<file path="config.mk">
export PLATFORM = sky130hd
export DESIGN_NAME = imem_line_responder_flat
export DESIGN_NICKNAME = d
export VERILOG_FILES = /design/src/rtl/tauri_mem_pkg.sv /design/src/rtl/imem_line_responder_if.sv /design/src/rtl/imem_line_responder.sv /design/src/flat_wrapper.sv
export SDC_FILE = /design/constraint.sdc
export NUM_CORES = 1
export LEC_CHECK = 0
export ABC_AREA = 1
export BUFFER_PORTS_ARGS = -buffer_cell sky130_fd_sc_hd__buf_2
export CORE_ASPECT_RATIO = 2
export CORE_MARGIN = 4
export CORE_UTILIZATION = 41
export CTS_CLUSTER_SIZE = 40
export DETAILED_ROUTE_END_ITERATION = 7
export PLACE_DENSITY_LB_ADDON = 0.12
export SETUP_SLACK_MARGIN = 0.5
export SKIP_CTS_REPAIR_TIMING = 1
export SYNTH_ARGS = -nofsm -noshare
export SYNTH_HDL_FRONTEND = slang
export SYNTH_SLANG_ARGS = --single-unit
</file>
<file path="constraint.sdc">
create_clock -name clk -period 1.9 [get_ports clk]
set_input_delay 0.57 -clock clk [delete_from_list [all_inputs] [get_ports clk]]
set_output_delay 0.57 -clock clk [all_outputs]
set_load 0.01 [all_outputs]
</file>
<file path="src/rtl/tauri_mem_pkg.sv">
// Line-fetch constants and responder state encoding shared with the icache controller.
package tauri_mem_pkg;

  localparam int unsigned LINE_BYTES  = 128;
  localparam int unsigned OFFSET_BITS = $clog2(LINE_BYTES);
  localparam int unsigned BEATS       = 32;

  typedef enum logic [1:0] {
    IDLE  = 2'd0,
    READ  = 2'd1,
    DRAIN = 2'd2
  } state_e;

endpackage

</file>
<file path="src/rtl/imem_line_responder_if.sv">
// Icache line-fetch request/response channel plus the external backing-memory read port.
interface imem_line_responder_if #(
  parameter int unsigned WIDTH      = 32,
  parameter int unsigned ADDR_WIDTH = 32,
  parameter int unsigned MEM_WORDS  = 4096
);

  localparam int unsigned MEM_AW = $clog2(MEM_WORDS);

  logic                  icache_a_valid;
  logic                  icache_a_ready;
  logic [ADDR_WIDTH-1:0] icache_a_addr;
  logic                  icache_d_valid;
  logic [WIDTH-1:0]      icache_d_data;
  logic                  mem_rd_en;
  logic [MEM_AW-1:0]     mem_rd_addr;
  logic [WIDTH-1:0]      mem_rd_data;
  logic                  bus_err;

  modport master (
    output icache_a_valid, icache_a_addr, mem_rd_data,
    input  icache_a_ready, icache_d_valid, icache_d_data, mem_rd_en, mem_rd_addr, bus_err
  );

  modport slave (
    input  icache_a_valid, icache_a_addr, mem_rd_data,
    output icache_a_ready, icache_d_valid, icache_d_data, mem_rd_en, mem_rd_addr, bus_err
  );

endinterface

</file>
<file path="src/rtl/imem_line_responder.sv">
// Serves 128-byte instruction-line fetches as 32 contiguous beats read from an
// external 1-cycle-latency memory; out-of-range lines return zeros and set a sticky error.
module imem_line_responder
  import tauri_mem_pkg::*;
#(
  parameter int unsigned WIDTH      = 32,
  parameter int unsigned ADDR_WIDTH = 32,
  parameter int unsigned BEATS      = 32,
  parameter int unsigned MEM_WORDS  = 4096
) (
  input logic                  clk,
  input logic                  rst_n,
  imem_line_responder_if.slave bus
);

  localparam int unsigned BEAT_BITS = $clog2(BEATS);
  localparam int unsigned MEM_AW    = $clog2(MEM_WORDS);
  localparam int unsigned LINE_BITS = ADDR_WIDTH - OFFSET_BITS;
  localparam int unsigned WORD_BITS = LINE_BITS + BEAT_BITS;
  localparam int unsigned CMP_BITS  = WORD_BITS + 1;

  state_e               state_q, state_d;
  logic [BEAT_BITS-1:0] beat_q, beat_d;
  logic [WORD_BITS-1:0] base_q, base_d;
  logic [WORD_BITS-1:0] req_base;
  logic                 req_oob;
  logic                 oob_q, oob_d;
  logic                 err_q, err_d;
  logic                 ready_q, ready_d;
  logic                 issue_q, issue_d;
  logic                 rd_en_q, rd_en_d;
  logic [MEM_AW-1:0]    rd_addr_q, rd_addr_d;
  logic                 dvalid_q;
  logic                 dzero_q;
  logic                 unused_addr_bits;

  // Byte offset within the line is irrelevant: a fetch always returns the whole line.
  assign unused_addr_bits = ^bus.icache_a_addr[OFFSET_BITS-1:0];

  assign req_base = {bus.icache_a_addr[ADDR_WIDTH-1:OFFSET_BITS], BEAT_BITS'(0)};
  assign req_oob  = (CMP_BITS'(req_base) + CMP_BITS'(BEATS - 1)) >= CMP_BITS'(MEM_WORDS);

  // Next-state and next-output logic; registered outputs are computed one edge ahead.
  always_comb begin
    state_d   = state_q;
    beat_d    = beat_q;
    base_d    = base_q;
    oob_d     = oob_q;
    err_d     = err_q;
    ready_d   = 1'b0;
    issue_d   = 1'b0;
    rd_en_d   = 1'b0;
    rd_addr_d = rd_addr_q;

    unique case (state_q)
      IDLE: begin
        if (ready_q && bus.icache_a_valid) begin
          state_d   = READ;
          beat_d    = '0;
          base_d    = req_base;
          oob_d     = req_oob;
          err_d     = err_q | req_oob;
          issue_d   = 1'b1;
          rd_en_d   = !req_oob;
          rd_addr_d = MEM_AW'(req_base);
        end
      end
      READ: begin
        if (beat_q == BEAT_BITS'(BEATS - 1)) begin
          state_d = DRAIN;
          beat_d  = '0;
        end else begin
          // Base is line aligned, so OR-ing the beat index never carries.
          beat_d    = beat_q + BEAT_BITS'(1);
          issue_d   = 1'b1;
          rd_en_d   = !oob_q;
          rd_addr_d = MEM_AW'(base_q | WORD_BITS'(beat_d));
        end
      end
      DRAIN: begin
        state_d = IDLE;
      end
      default: begin
        state_d = IDLE;
      end
    endcase

    ready_d = (state_d == IDLE);
  end

  // State and output registers; d_valid trails the issue slot to line up with memory data.
  always_ff @(posedge clk or negedge rst_n) begin
    if (!rst_n) begin
      state_q   <= IDLE;
      beat_q    <= '0;
      base_q    <= '0;
      oob_q     <= 1'b0;
      err_q     <= 1'b0;
      ready_q   <= 1'b0;
      issue_q   <= 1'b0;
      rd_en_q   <= 1'b0;
      rd_addr_q <= '0;
      dvalid_q  <= 1'b0;
      dzero_q   <= 1'b0;
    end else begin
      state_q   <= state_d;
      beat_q    <= beat_d;
      base_q    <= base_d;
      oob_q     <= oob_d;
      err_q     <= err_d;
      ready_q   <= ready_d;
      issue_q   <= issue_d;
      rd_en_q   <= rd_en_d;
      rd_addr_q <= rd_addr_d;
      dvalid_q  <= issue_q;
      dzero_q   <= oob_q;
    end
  end

  assign bus.icache_a_ready = ready_q;
  assign bus.icache_d_valid = dvalid_q;
  assign bus.icache_d_data  = (dvalid_q && !dzero_q) ? bus.mem_rd_data : WIDTH'(0);
  assign bus.mem_rd_en      = rd_en_q;
  assign bus.mem_rd_addr    = rd_addr_q;
  assign bus.bus_err        = err_q;

endmodule

</file>
<file path="src/flat_wrapper.sv">
// flat-port wrapper written by rule: the top's interface ports become plain ports
module imem_line_responder_flat import tauri_mem_pkg::*;
#(
  parameter int unsigned WIDTH      = 32,
  parameter int unsigned ADDR_WIDTH = 32,
  parameter int unsigned BEATS      = 32,
  parameter int unsigned MEM_WORDS  = 4096
)
  (clk, rst_n, bus_icache_a_valid, bus_icache_a_addr, bus_mem_rd_data, bus_icache_a_ready, bus_icache_d_valid, bus_icache_d_data, bus_mem_rd_en, bus_mem_rd_addr, bus_bus_err);
  imem_line_responder_if #(.WIDTH(WIDTH), .ADDR_WIDTH(ADDR_WIDTH), .MEM_WORDS(MEM_WORDS)) bus_i ();
  input logic clk;
  input logic rst_n;
  input wire logic [$bits(bus_i.icache_a_valid)-1:0] bus_icache_a_valid;
  input wire logic [$bits(bus_i.icache_a_addr)-1:0] bus_icache_a_addr;
  input wire logic [$bits(bus_i.mem_rd_data)-1:0] bus_mem_rd_data;
  output wire logic [$bits(bus_i.icache_a_ready)-1:0] bus_icache_a_ready;
  output wire logic [$bits(bus_i.icache_d_valid)-1:0] bus_icache_d_valid;
  output wire logic [$bits(bus_i.icache_d_data)-1:0] bus_icache_d_data;
  output wire logic [$bits(bus_i.mem_rd_en)-1:0] bus_mem_rd_en;
  output wire logic [$bits(bus_i.mem_rd_addr)-1:0] bus_mem_rd_addr;
  output wire logic [$bits(bus_i.bus_err)-1:0] bus_bus_err;
  assign bus_i.icache_a_valid = bus_icache_a_valid;
  assign bus_i.icache_a_addr = bus_icache_a_addr;
  assign bus_i.mem_rd_data = bus_mem_rd_data;
  assign bus_icache_a_ready = bus_i.icache_a_ready;
  assign bus_icache_d_valid = bus_i.icache_d_valid;
  assign bus_icache_d_data = bus_i.icache_d_data;
  assign bus_mem_rd_en = bus_i.mem_rd_en;
  assign bus_mem_rd_addr = bus_i.mem_rd_addr;
  assign bus_bus_err = bus_i.bus_err;
  imem_line_responder #(.WIDTH(WIDTH), .ADDR_WIDTH(ADDR_WIDTH), .BEATS(BEATS), .MEM_WORDS(MEM_WORDS)) u_core (.clk(clk), .rst_n(rst_n), .bus(bus_i));
endmodule
</file>
Word-level counts from Yosys, hierarchy flattened
Cells that the tools add are included.
{"block": "op_classes", "add_sub_neg": 2, "n_lt_le_gt_ge": 1, "n_eq_ne": 4, "mux": 16, "bitwise": 2, "reduce_logical": 11}
{"cell": "32-bit two-way mux", "n": 1}
{"cell": "30-bit by 5-bit adder with 31-bit output, second input constant", "n": 1}
{"cell": "31-bit by 13-bit >= comparator with 1-bit output, second input constant", "n": 1}
{"cell": "12-bit two-way mux", "n": 2}
{"cell": "12-bit case mux with 2 select lines", "n": 1}
{"cell": "12-bit by 5-bit bitwise OR with 12-bit output", "n": 1}
{"cell": "5-bit two-way mux", "n": 2}
{"cell": "5-bit case mux with 2 select lines", "n": 1}
{"cell": "5-bit by 1-bit adder with 5-bit output, second input constant", "n": 1}
{"cell": "5-bit equality test, second input constant", "n": 1}
{"cell": "2-bit logical NOT", "n": 2}
{"cell": "1-bit two-way mux", "n": 4}
{"cell": "2-bit two-way mux", "n": 2}
{"cell": "1-bit case mux with 2 select lines", "n": 2}
{"cell": "2-bit case mux with 2 select lines", "n": 1}
{"cell": "2-bit AND reduction", "n": 2}
{"cell": "1-bit logical NOT", "n": 3}
{"cell": "3-bit AND reduction", "n": 1}
{"cell": "2-bit by 1-bit equality test with 1-bit output, second input constant", "n": 1}
{"cell": "1-bit logical AND", "n": 2}
{"cell": "2-bit by 1-bit != test with 1-bit output, second input constant", "n": 1}
{"cell": "2-bit != test, second input constant", "n": 1}
{"cell": "2-bit nonzero test", "n": 1}
{"cell": "1-bit bitwise OR", "n": 1}
{"block": "totals", "regBits": 33, "in_bits": 67, "output_inout_bits": 48, "word_cells": 47}

Longest topological paths before layout
Gate-level depths: netlist (run 1).
{"block": "depth", "word_depth": 5, "ltp_mapped": 9, "ltp_nobuf": 9}

Least setup slack after synthesis (run 1)
OpenSTA, ideal clock, no wires.
{"block": "synth_timing", "path_type": "register to output", "start": "register u_core.dvalid_q, in the netlist u_core.bus.icache_d_valid", "end": "output bus_icache_d_data[10]", "arrival_time_ns": 0.920, "required_ns": 1.330, "slack_ns": 0.410, "path_stages_with_launch": 4, "n_path_buf": 1, "cell_sequence": "dfrtp_1 > nand2_1 > clkbuf_1 > nor2_1"}
{"block": "synth_between", "elab_chain_cells": 2}
{"item": "start, declared", "line": "imem_line_responder.sv:33", "text": "logic dvalid_q;"}
{"item": "start signal, assigned", "line": "imem_line_responder.sv:115", "text": "dvalid_q <= issue_q;"}
{"item": "1-bit logical AND", "line": "imem_line_responder.sv:122", "text": "assign bus.icache_d_data = (dvalid_q && !dzero_q) ? bus.mem_rd_data : WIDTH'(0);"}
{"item": "32-bit two-way mux", "line": "imem_line_responder.sv:122"}
{"item": "end, declared", "line": "flat_wrapper.sv:18", "text": "output wire logic [$bits(bus_i.icache_d_data)-1:0] bus_icache_d_data;"}
Every way passes these cells.

Worst setup path in the final report (run 1)
{"block": "layout_timing", "start": "register u_core.dzero_q", "end": "output bus_icache_d_data[16]"}
{"block": "layout_between", "elab_chain_cells": 3}
{"item": "start, declared", "line": "imem_line_responder.sv:34", "text": "logic dzero_q;"}
{"item": "start signal, assigned", "line": "imem_line_responder.sv:116", "text": "dzero_q <= oob_q;"}
{"item": "1-bit logical NOT", "line": "imem_line_responder.sv:122"}
{"item": "1-bit logical AND", "line": "imem_line_responder.sv:122"}
{"item": "32-bit two-way mux", "line": "imem_line_responder.sv:122"}
Every way passes these cells.

==> results.json, run 1 <==
{
  "synthArstFlopShare": 1.00,
  "fin_crit_sh": 0.918,
  "hpwlAfterDp_mm": 3.43,
  "met2_usage": 0.325,
  "grt_util_met1": 0.153,
  "critPathMaxFanout": 8,
  "synth_ff_type": "dfrtp_1",
  "synthTopCellsByArea": "dfrtp_1 (49%), nand2_1 (11%), inv_1 (10%)",
  "p_switching_mw": 1.70,
  "hold_path.class": "in -> async",
  "arrival_ns": 1.17,
  "nets": 431,
  "slew_headroom": 0.720,
  "ys_seq_elements": 33,
  "start_util": 0.433,
  "place_ws_ns": 0.301,
  "die_y_um": 99.0,
  "top_usage_layer": "met2",
  "vias_per_cell": 4.64,
  "cts_tree": "built",
  "finalSetupViolations": 0,
  "p_seq_frac": 0.291,
  "htree_levels": 2,
  "synth_cell_types": 23,
  "cp.depth": 5,
  "fmax_mhz": 573,
  "die-area_mm2": 0.00530,
  "slew_viol_final": 0,
  "maxCapViolCount": 0,
  "hold_violations": 0,
  "synth.top_cells.by_count": "nand2_1 (48), inv_1 (46), nor2_1 (45), dfrtp_1 (33), nand3_1 (17)",
  "clkPwrFrac": 0.140,
  "synth-edff-count": 0,
  "ant_nets": 0,
  "antenna_cells": 0,
  "start_kind": "flop",
  "max_stage_delay_ns": 0.37,
  "powerDensity_mw_per_mm2": 1470,
  "synth_area_mm2": 0.00170,
  "gp_congestion": 0.727,
  "internal-power_mw": 2.41,
  "die_w_um": 53.5,
  "crit_buf_inv": 3,
  "final_layout_size_suffix_gt1_frac": 0.488,
  "yosysTopAreaCell": "dfrtp_1",
  "portBuffers": 107,
  "critical_path_required_ns": 1.33,
  "cp-end-kind": "output pin",
  "design.portCount": 115,
  "path_clk_slew_ns": 0.06,
  "vias": 1922,
  "root_buffer": "clkbuf_8",
  "cts.sinks": 33,
  "drtIter0Drc": 34,
  "overflow": 0,
  "rr_endpoint": "u_core.bus.mem_rd_addr[6]",
  "gr-usage-met3": 0.0393,
  "syn_to_final_growth_pct": 64.2,
  "antenna_found_initial": 0,
  "finalCriticalPeriod_ns": 1.74,
  "seq_area_frac_synth": 0.486,
  "coreArea_mm2": 0.00392,
  "worst_pin_slew_ns": 0.420,
  "critPathCapture": "bus_icache_d_data[16]",
  "criticalPathCategory": "reg -> out",
  "grtUsageTotal": 0.170,
  "power_mw": 4.11,
  "first_pass_iters": 4,
  "ir_worst_vdd_v": 0.00103,
  "rsz0062_at_grt": "true",
  "routedWlPerCell_um": 12.3,
  "yosysMostFrequentCell": "nand2_1",
  "tns_ns": 0,
  "synth_nets": 296,
  "r2r_slack_ns": 0.32,
  "startpoint": "u_core.dzero_q",
  "clock_path_buffers": 2,
  "swShare": 0.414,
  "grt_start_max_net_pins": 34,
  "skew_ns": 0.00722,
  "std_cell_rows": 32,
  "utilization": 0.711,
  "cp_slowest_cell": "dfrtp_1",
  "timing.rr.start": "u_core.beat_q[1]",
  "numCtsBuffers": 5,
  "cpLargestDelayFamily": "buffers and inverters",
  "status": "complete, no violations",
  "p_leak_nw": 1.65,
  "drcViolationCount": 0,
  "grt_pass1_wl_mm": 6.87,
  "syn-mean-instance-area_um2": 7.49,
  "synth_top_area_frac": 0.486,
  "synthCells": 227,
  "holdWs_ns": 0.300,
  "grt_pass1_vias": 1681,
  "worst_r2r_path_depth": 9,
  "ys_warn_count": 0,
  "combPwrFrac": 0.569,
  "fin_ws_ns": 0.155,
  "cp_cell_sequence": "inv_2, nand2_4, clkbuf_16, nor2_1, buf_2",
  "wl_mm": 5.11,
  "clk-insertion-delay-late_ns": 0.28
}
==> sequential cells by signal, indices dropped and copies added (netlist names) <==
signal,flops
u_core.bus.mem_rd_addr,12
u_core.base_q,7
u_core.beat_q,5
u_core.state_q,2
u_core.bus.bus_err,1
u_core.bus.icache_a_ready,1
u_core.bus.icache_d_valid,1
u_core.bus.mem_rd_en,1
u_core.dzero_q,1
u_core.issue_q,1
u_core.oob_q,1
==> worst min path at each step <==
stage | to | slack [ns] | depth (start not counted)
6_report | u_core.base_q[6] | 0.30 | 2
4_1_cts | u_core.base_q[6] | 0.32 | 2
2_1_floorplan | u_core.base_q[10] | 0.27 | 0
3_3_place_gp | u_core.bus.icache_d_valid | 0.33 | 0
5_1_grt | u_core.base_q[6] | 0.33 | 2
3_5_place_dp | u_core.bus.icache_d_valid | 0.34 | 0
==> cells in the final DEF (no fill, tap or decap), types with 4 or more instances in the layout <==
cell type and instances:
nand2_2 4, buf_6 6, nand2_4 4, o21ai_1 5, o21ai_0 4, inv_1 43, nor2_4 5, buf_2 103
nor2_2 7, nand2_1 42, o211ai_1 7, buf_4 20, dfrtp_1 33, clkbuf_8 7, nor2_1 34, nand3_1 14
==> power groups by stage <==
| stage | sequential, mW | combinational (mW) | clock, mW |
|---|---|---|---|
| 4_1_cts | 1.19 | 1.67 | 0.583 |
| 6_report | 1.20 | 2.34 | 0.575 |
| 2_1_floorplan | 1.26 | 1.00 | 0 |
| 5_1_grt | 1.24 | 2.55 | 0.632 |
| 3_5_place_dp | 1.20 | 1.66 | 0 |
| 3_3_place_gp | 1.19 | 1.63 | 0 |
==> logic make-up (layout without fill, tap and decap cells) <==
logic type	after synthesis	in the layout	synth area share
buffers and inverters	55	188	0.131
XOR/XNOR	1	1	0.00516
adder cells (fa/ha/maj)	2	2	0.0147
flip-flops	33	33	0.486
AO/OA/AOI/OAI	16	16	0.0574
AND/OR/NAND/NOR	120	123	0.306
==> routing by layer <==
| metal | wire length (µm) | part of all wire |
|---|---|---|
| met5 | 0 | 0 |
| met4 | 138 | 0.027 |
| met3 | 505 | 0.099 |
| met2 | 2750 | 0.54 |
| met1 | 1720 | 0.34 |
==> cell type report <==
class	instances	area (µm²)
repair buffers	132	798
clock inverters	1	5.00
clock buffers	7	96.3
fillers	328	1130
well taps	51	63.8
flip-flops and latches	33	826
inverters	48	190
multi-input cells	142	811
==> through the flow <==
step	instance area [µm²]	instances
3_3_place_gp	2290	382
5_1_grt	2790	414
2_1_floorplan	1700	227
3_5_place_dp	2290	382
6_report	2790	414
4_1_cts	2390	390
Note: power is estimated with default switching activity, not from simulation.
==> inputs of run 2 (changes only) <==
--- a/config.mk
+++ b/config.mk
@@ -9,10 +9,11 @@
 export BUFFER_PORTS_ARGS = -buffer_cell sky130_fd_sc_hd__buf_2
 export CORE_ASPECT_RATIO = 2
 export CORE_MARGIN = 4
-export CORE_UTILIZATION = 41
+export CORE_UTILIZATION = 45
 export CTS_CLUSTER_SIZE = 40
 export DETAILED_ROUTE_END_ITERATION = 7
 export PLACE_DENSITY_LB_ADDON = 0.12
+export RECOVER_POWER = 100
 export SETUP_SLACK_MARGIN = 0.5
 export SKIP_CTS_REPAIR_TIMING = 1
 export SYNTH_ARGS = -nofsm -noshare
==> constraint.sdc (replaced) <==
create_clock -name clk -period 2.2 [get_ports clk]
set_input_delay 0.66 -clock clk [delete_from_list [all_inputs] [get_ports clk]]
set_output_delay 0.66 -clock clk [all_outputs]
set_load 0.01 [all_outputs]
==> results.json, run 2 (synthesis gave the netlist of run 1 again) <==
{
  "status": "complete, no violations",
  "rr_endpoint": "u_core.bus.mem_rd_addr[8]",
  "portBuffers": 107,
  "htree_levels": 2,
  "fmax_mhz": 506,
  "crit_buf_inv": 3,
  "drcViolationCount": 0,
  "timing.rr.start": "u_core.beat_q[0]",
  "cp.depth": 5,
  "path_clk_slew_ns": 0.06,
  "drtIter0Drc": 22,
  "vias_per_cell": 4.69,
  "final_layout_size_suffix_gt1_frac": 0.333,
  "grtUsageTotal": 0.181,
  "final_common_cell": "buf_2",
  "criticalPathCategory": "reg -> out",
  "arrival_ns": 1.32,
  "clock_path_buffers": 2,
  "cp_slowest_cell": "dfrtp_1",
  "skew_ns": 0.00759,
  "critical_path_required_ns": 1.54,
  "placed_area_mm2": 0.00227,
  "cpLargestDelayFamily": "buffers and inverters",
  "cts.sinks": 33,
  "grt_start_max_net_pins": 34,
  "gp_congestion": 0.750,
  "antenna_found_initial": 0,
  "vias": 1846,
  "min-delay-start": "u_core.issue_q",
  "start_util": 0.466,
  "hold_path.class": "reg -> reg",
  "coreArea_mm2": 0.00365,
  "critPathCapture": "bus_icache_d_data[21]",
  "tns_ns": 0,
  "overflow": 0,
  "die_y_um": 94.9,
  "grt_pass1_wl_mm": 6.84,
  "grt_pass1_vias": 1634,
  "std_cell_rows": 31,
  "worst_r2r_path_depth": 9,
  "stdcell_area_mm2": 0.00257,
  "cp_cell_sequence": "inv_1, nand2_4, clkbuf_2, nor2_2, clkbuf_1",
  "root_buffer": "clkbuf_8",
  "start_kind": "flop",
  "final_cell_mix": "buf_2 (66), nand2_1 (48), inv_1 (46)",
  "max_stage_delay_ns": 0.36,
  "finalSetupViolations": 0,
  "syn_to_final_growth_pct": 51.2,
  "first_pass_iters": 4,
  "startpoint": "u_core.dzero_q",
  "cts_tree": "built",
  "r2r_slack_ns": 0.34,
  "hold_violations": 0,
  "ir_worst_vdd_v": 0.000768,
  "powerDensity_mw_per_mm2": 1270,
  "ant_nets": 0,
  "wl_mm": 4.99,
  "numCtsBuffers": 5,
  "fin_crit_sh": 0.898,
  "utilization": 0.705,
  "maxCapViolCount": 0,
  "nets": 413,
  "cp-end-kind": "output pin",
  "fillers": 330,
  "hpwlAfterDp_mm": 3.29,
  "clk-insertion-delay-late_ns": 0.28,
  "rsz0062_at_grt": "true",
  "worst_pin_slew_ns": 0.989,
  "p_leak_nw": 1.46,
  "critPathMaxFanout": 8,
  "largest_register_ffs": 12,
  "holdWs_ns": 0.348,
  "slew_headroom": 0.335,
  "die_w_um": 51.5,
  "slew_viol_final": 0,
  "finalCriticalPeriod_ns": 1.98,
  "routedWlPerCell_um": 12.7,
  "antenna_cells": 0,
  "die-area_mm2": 0.00488,
  "design.portCount": 115
}
[run 2: changes by cell type in the layout (fill, tap and decap cells not counted), sizes merged]
cell / delta
nand2: -3
clkbuf: +32
buf: -48
inv: +1
[run 2: per-layer routing]
metal	track usage	wire [µm]
met1	0.173	1680
met2	0.335	2690
met3	0.0600	526
met4	0.0832	89
met5	0	0
[run 2: worst register-to-register path, delay by kind of cell, from the launching register on]
kind                     cells  cell delay, ns
AND/OR/NAND/NOR              5            0.59
buffers and inverters        2            0.36
adder cells (fa/ha/maj)      2            0.40
flip-flops                   1            0.41
[run 2: worst min-delay path by stage]
stage                           endpoint  slack, ns  cells after the start
6_report       u_core.bus.icache_d_valid       0.35                      0
5_1_grt        u_core.bus.icache_d_valid       0.36                      0
4_1_cts        u_core.bus.icache_d_valid       0.35                      0
3_5_place_dp   u_core.bus.icache_d_valid       0.34                      0
3_3_place_gp   u_core.bus.icache_d_valid       0.33                      0
2_1_floorplan  u_core.bus.icache_d_valid       0.33                      0
[run 2: per-stage QoR]
stage               total power [mW]  cells  worst slack [ns]
floorplan                       1.94    227             0.620
global placement                2.43    378             0.523
detailed placement              2.46    378             0.528
CTS                             2.90    386             0.297
global route                    3.54    394             0.159
finish                          3.27    394             0.225
[run 2: power breakdown]
part           internal [mW]  switching, mW  leakage, nW
Combinational          0.786           1.02         1.02
Sequential             0.889          0.143        0.395
Clock                  0.219          0.214       0.0450
Total                   1.89           1.38         1.46
[run 2: area by class of cell]
class	instances	area, µm²	area share
tap	49	61.3	0.0239
clock buffer	6	72.6	0.0283
clock inverter	2	10.0	0.00390
inverter	48	180	0.0701
timing repair buffer	117	704	0.274
sequential	33	826	0.321
multi-input combinational	139	714	0.278
==> inputs of run 3 (changes only) <==
--- a/config.mk
+++ b/config.mk
@@ -10,9 +10,10 @@
 export CORE_ASPECT_RATIO = 2
 export CORE_MARGIN = 4
 export CORE_UTILIZATION = 45
+export CTS_CLUSTER_DIAMETER = 100
 export CTS_CLUSTER_SIZE = 40
 export DETAILED_ROUTE_END_ITERATION = 7
-export PLACE_DENSITY_LB_ADDON = 0.12
+export PLACE_DENSITY = 0.84
 export RECOVER_POWER = 100
 export SETUP_SLACK_MARGIN = 0.5
 export SKIP_CTS_REPAIR_TIMING = 1
==> results.json, run 3 (synthesis gave the netlist of run 1 again) <==
{
  "finalCriticalPeriod_ns": 1.92,
  "final_common_cell": "buf_2",
  "p_switching_mw": 1.33,
  "path_clk_slew_ns": 0.06,
  "vias_per_cell": 4.63,
  "internal-power_mw": 1.71,
  "finalSetupViolations": 0,
  "die-area_mm2": 0.00488,
  "die_y_um": 94.9,
  "nets": 408,
  "worst_r2r_path_depth": 9,
  "final_cell_mix": "buf_2 (58), nand2_1 (49), clkbuf_1 (47)",
  "cts.sinks": 33,
  "std_cell_rows": 31,
  "gp_congestion": 0.730,
  "combPwrFrac": 0.518,
  "cp-end-kind": "output pin",
  "first_pass_iters": 4,
  "grt_pass1_vias": 1681,
  "clkPwrFrac": 0.141,
  "grt_pass1_wl_mm": 6.87,
  "drtIter0Drc": 32,
  "fmax_mhz": 520,
  "maxCapViolCount": 0,
  "cp_cell_sequence": "inv_1, nand2_4, clkbuf_16, nor2_2, clkbuf_1",
  "hpwlAfterDp_mm": 3.47,
  "tns_ns": 0,
  "hold_violations": 0,
  "clock_path_buffers": 2,
  "p_seq_frac": 0.341,
  "clk-insertion-delay-late_ns": 0.29,
  "wl_mm": 4.81,
  "root_buffer": "clkbuf_8",
  "swShare": 0.436,
  "status": "complete, no violations",
  "die_w_um": 51.5,
  "holdWs_ns": 0.353,
  "rsz0062_at_grt": "true",
  "numCtsBuffers": 5,
  "cp_slowest_cell": "dfrtp_1",
  "ant_nets": 0,
  "ir_worst_vdd_v": 0.000938,
  "skew_ns": 0.00823,
  "slew_viol_final": 0,
  "critical_path_required_ns": 1.54,
  "power_mw": 3.04,
  "start_util": 0.466,
  "worst_pin_slew_ns": 0.912,
  "start_kind": "flop",
  "htree_levels": 2,
  "routedWlPerCell_um": 12.4,
  "vias": 1802,
  "antenna_found_initial": 0,
  "grt_start_max_net_pins": 34,
  "r2r_slack_ns": 0.45,
  "critPathMaxFanout": 8,
  "drcViolationCount": 0,
  "placed_area_mm2": 0.00227,
  "final_layout_size_suffix_gt1_frac": 0.268,
  "utilization": 0.659,
  "largest_register_ffs": 12,
  "startpoint": "u_core.dzero_q",
  "portBuffers": 107,
  "rr_endpoint": "u_core.bus.mem_rd_addr[9]",
  "grtUsageTotal": 0.186,
  "criticalPathCategory": "reg -> out",
  "cts_tree": "built",
  "antenna_cells": 0,
  "slew_headroom": 0.387,
  "p_leak_nw": 1.35,
  "arrival_ns": 1.26,
  "timing.rr.start": "u_core.beat_q[0]",
  "stdcell_area_mm2": 0.00240,
  "max_stage_delay_ns": 0.36,
  "hold_path.class": "reg -> reg",
  "syn_to_final_growth_pct": 41.5,
  "design.portCount": 115,
  "fin_crit_sh": 0.875,
  "coreArea_mm2": 0.00365,
  "critPathCapture": "bus_icache_d_data[14]",
  "powerDensity_mw_per_mm2": 1270,
  "overflow": 0
}
[run 3: changes by cell type in the layout (fill, tap and decap cells not counted)]
| cell | before | now |
|---|---|---|
| buf_12 | 2 | 1 |
| buf_2 | 66 | 58 |
| buf_6 | 15 | 5 |
| clkbuf_1 | 29 | 47 |
| clkbuf_2 | 1 | 0 |
| clkbuf_4 | 4 | 0 |
| nand2_1 | 48 | 49 |
| nand2_4 | 1 | 2 |
| nand2_8 | 1 | 0 |
| nor2_2 | 5 | 9 |
| nor2_4 | 8 | 4 |
| o21ai_0 | 8 | 7 |
| o21ai_1 | 1 | 2 |
[run 3: power groups by stage]
stage	Sequential [mW]	Combinational [mW]	Clock (mW)
after detailed placement	1.04	1.43	0
after CTS	1.03	1.44	0.438
after global placement	1.03	1.39	0
after floorplan	1.09	0.854	0
final	1.04	1.58	0.429
after global routing	1.07	1.76	0.457
[run 3: area by class of cell]
class / instances / area [µm²]
fillers: 348 / 1240
flip-flops and latches: 33 / 826
clock inverters: 2 / 10.0
inverters: 48 / 180
well taps: 49 / 61.3
repair buffers: 111 / 564
multi-input cells: 140 / 689
clock buffers: 6 / 72.6
[run 3: metrics by stage]
| step | instances | worst slack, ns |
|---|---|---|
| after detailed placement | 378 | 0.495 |
| after global routing | 389 | 0.202 |
| after global placement | 378 | 0.500 |
| after floorplan | 227 | 0.620 |
| after CTS | 386 | 0.283 |
| final | 389 | 0.276 |
[run 3: how the worst min path moves through the flow]
stage | start | to | slack, ns | depth (start not counted)
after global placement | u_core.issue_q | u_core.bus.icache_d_valid | 0.33 | 0
after floorplan | u_core.issue_q | u_core.bus.icache_d_valid | 0.33 | 0
final | u_core.issue_q | u_core.bus.icache_d_valid | 0.35 | 0
after global routing | u_core.issue_q | u_core.bus.icache_d_valid | 0.38 | 0
after detailed placement | u_core.issue_q | u_core.bus.icache_d_valid | 0.34 | 0
after CTS | u_core.issue_q | u_core.bus.icache_d_valid | 0.36 | 0
[run 3: per-layer routing]
layer,GRT usage,vias up,part of all wire
li1,-,906,-
met2,0.354,74,0.55
met3,0.0411,5,0.090
met5,0,-,0
met1,0.167,817,0.34
met4,0.118,0,0.018
[run 3: worst max-delay path, delay by kind of cell, from the launching register on]
kind / cells / cell delay (ns)
flip-flops: 1 / 0.36
AND/OR/NAND/NOR: 2 / 0.18
buffers and inverters: 3 / 0.44
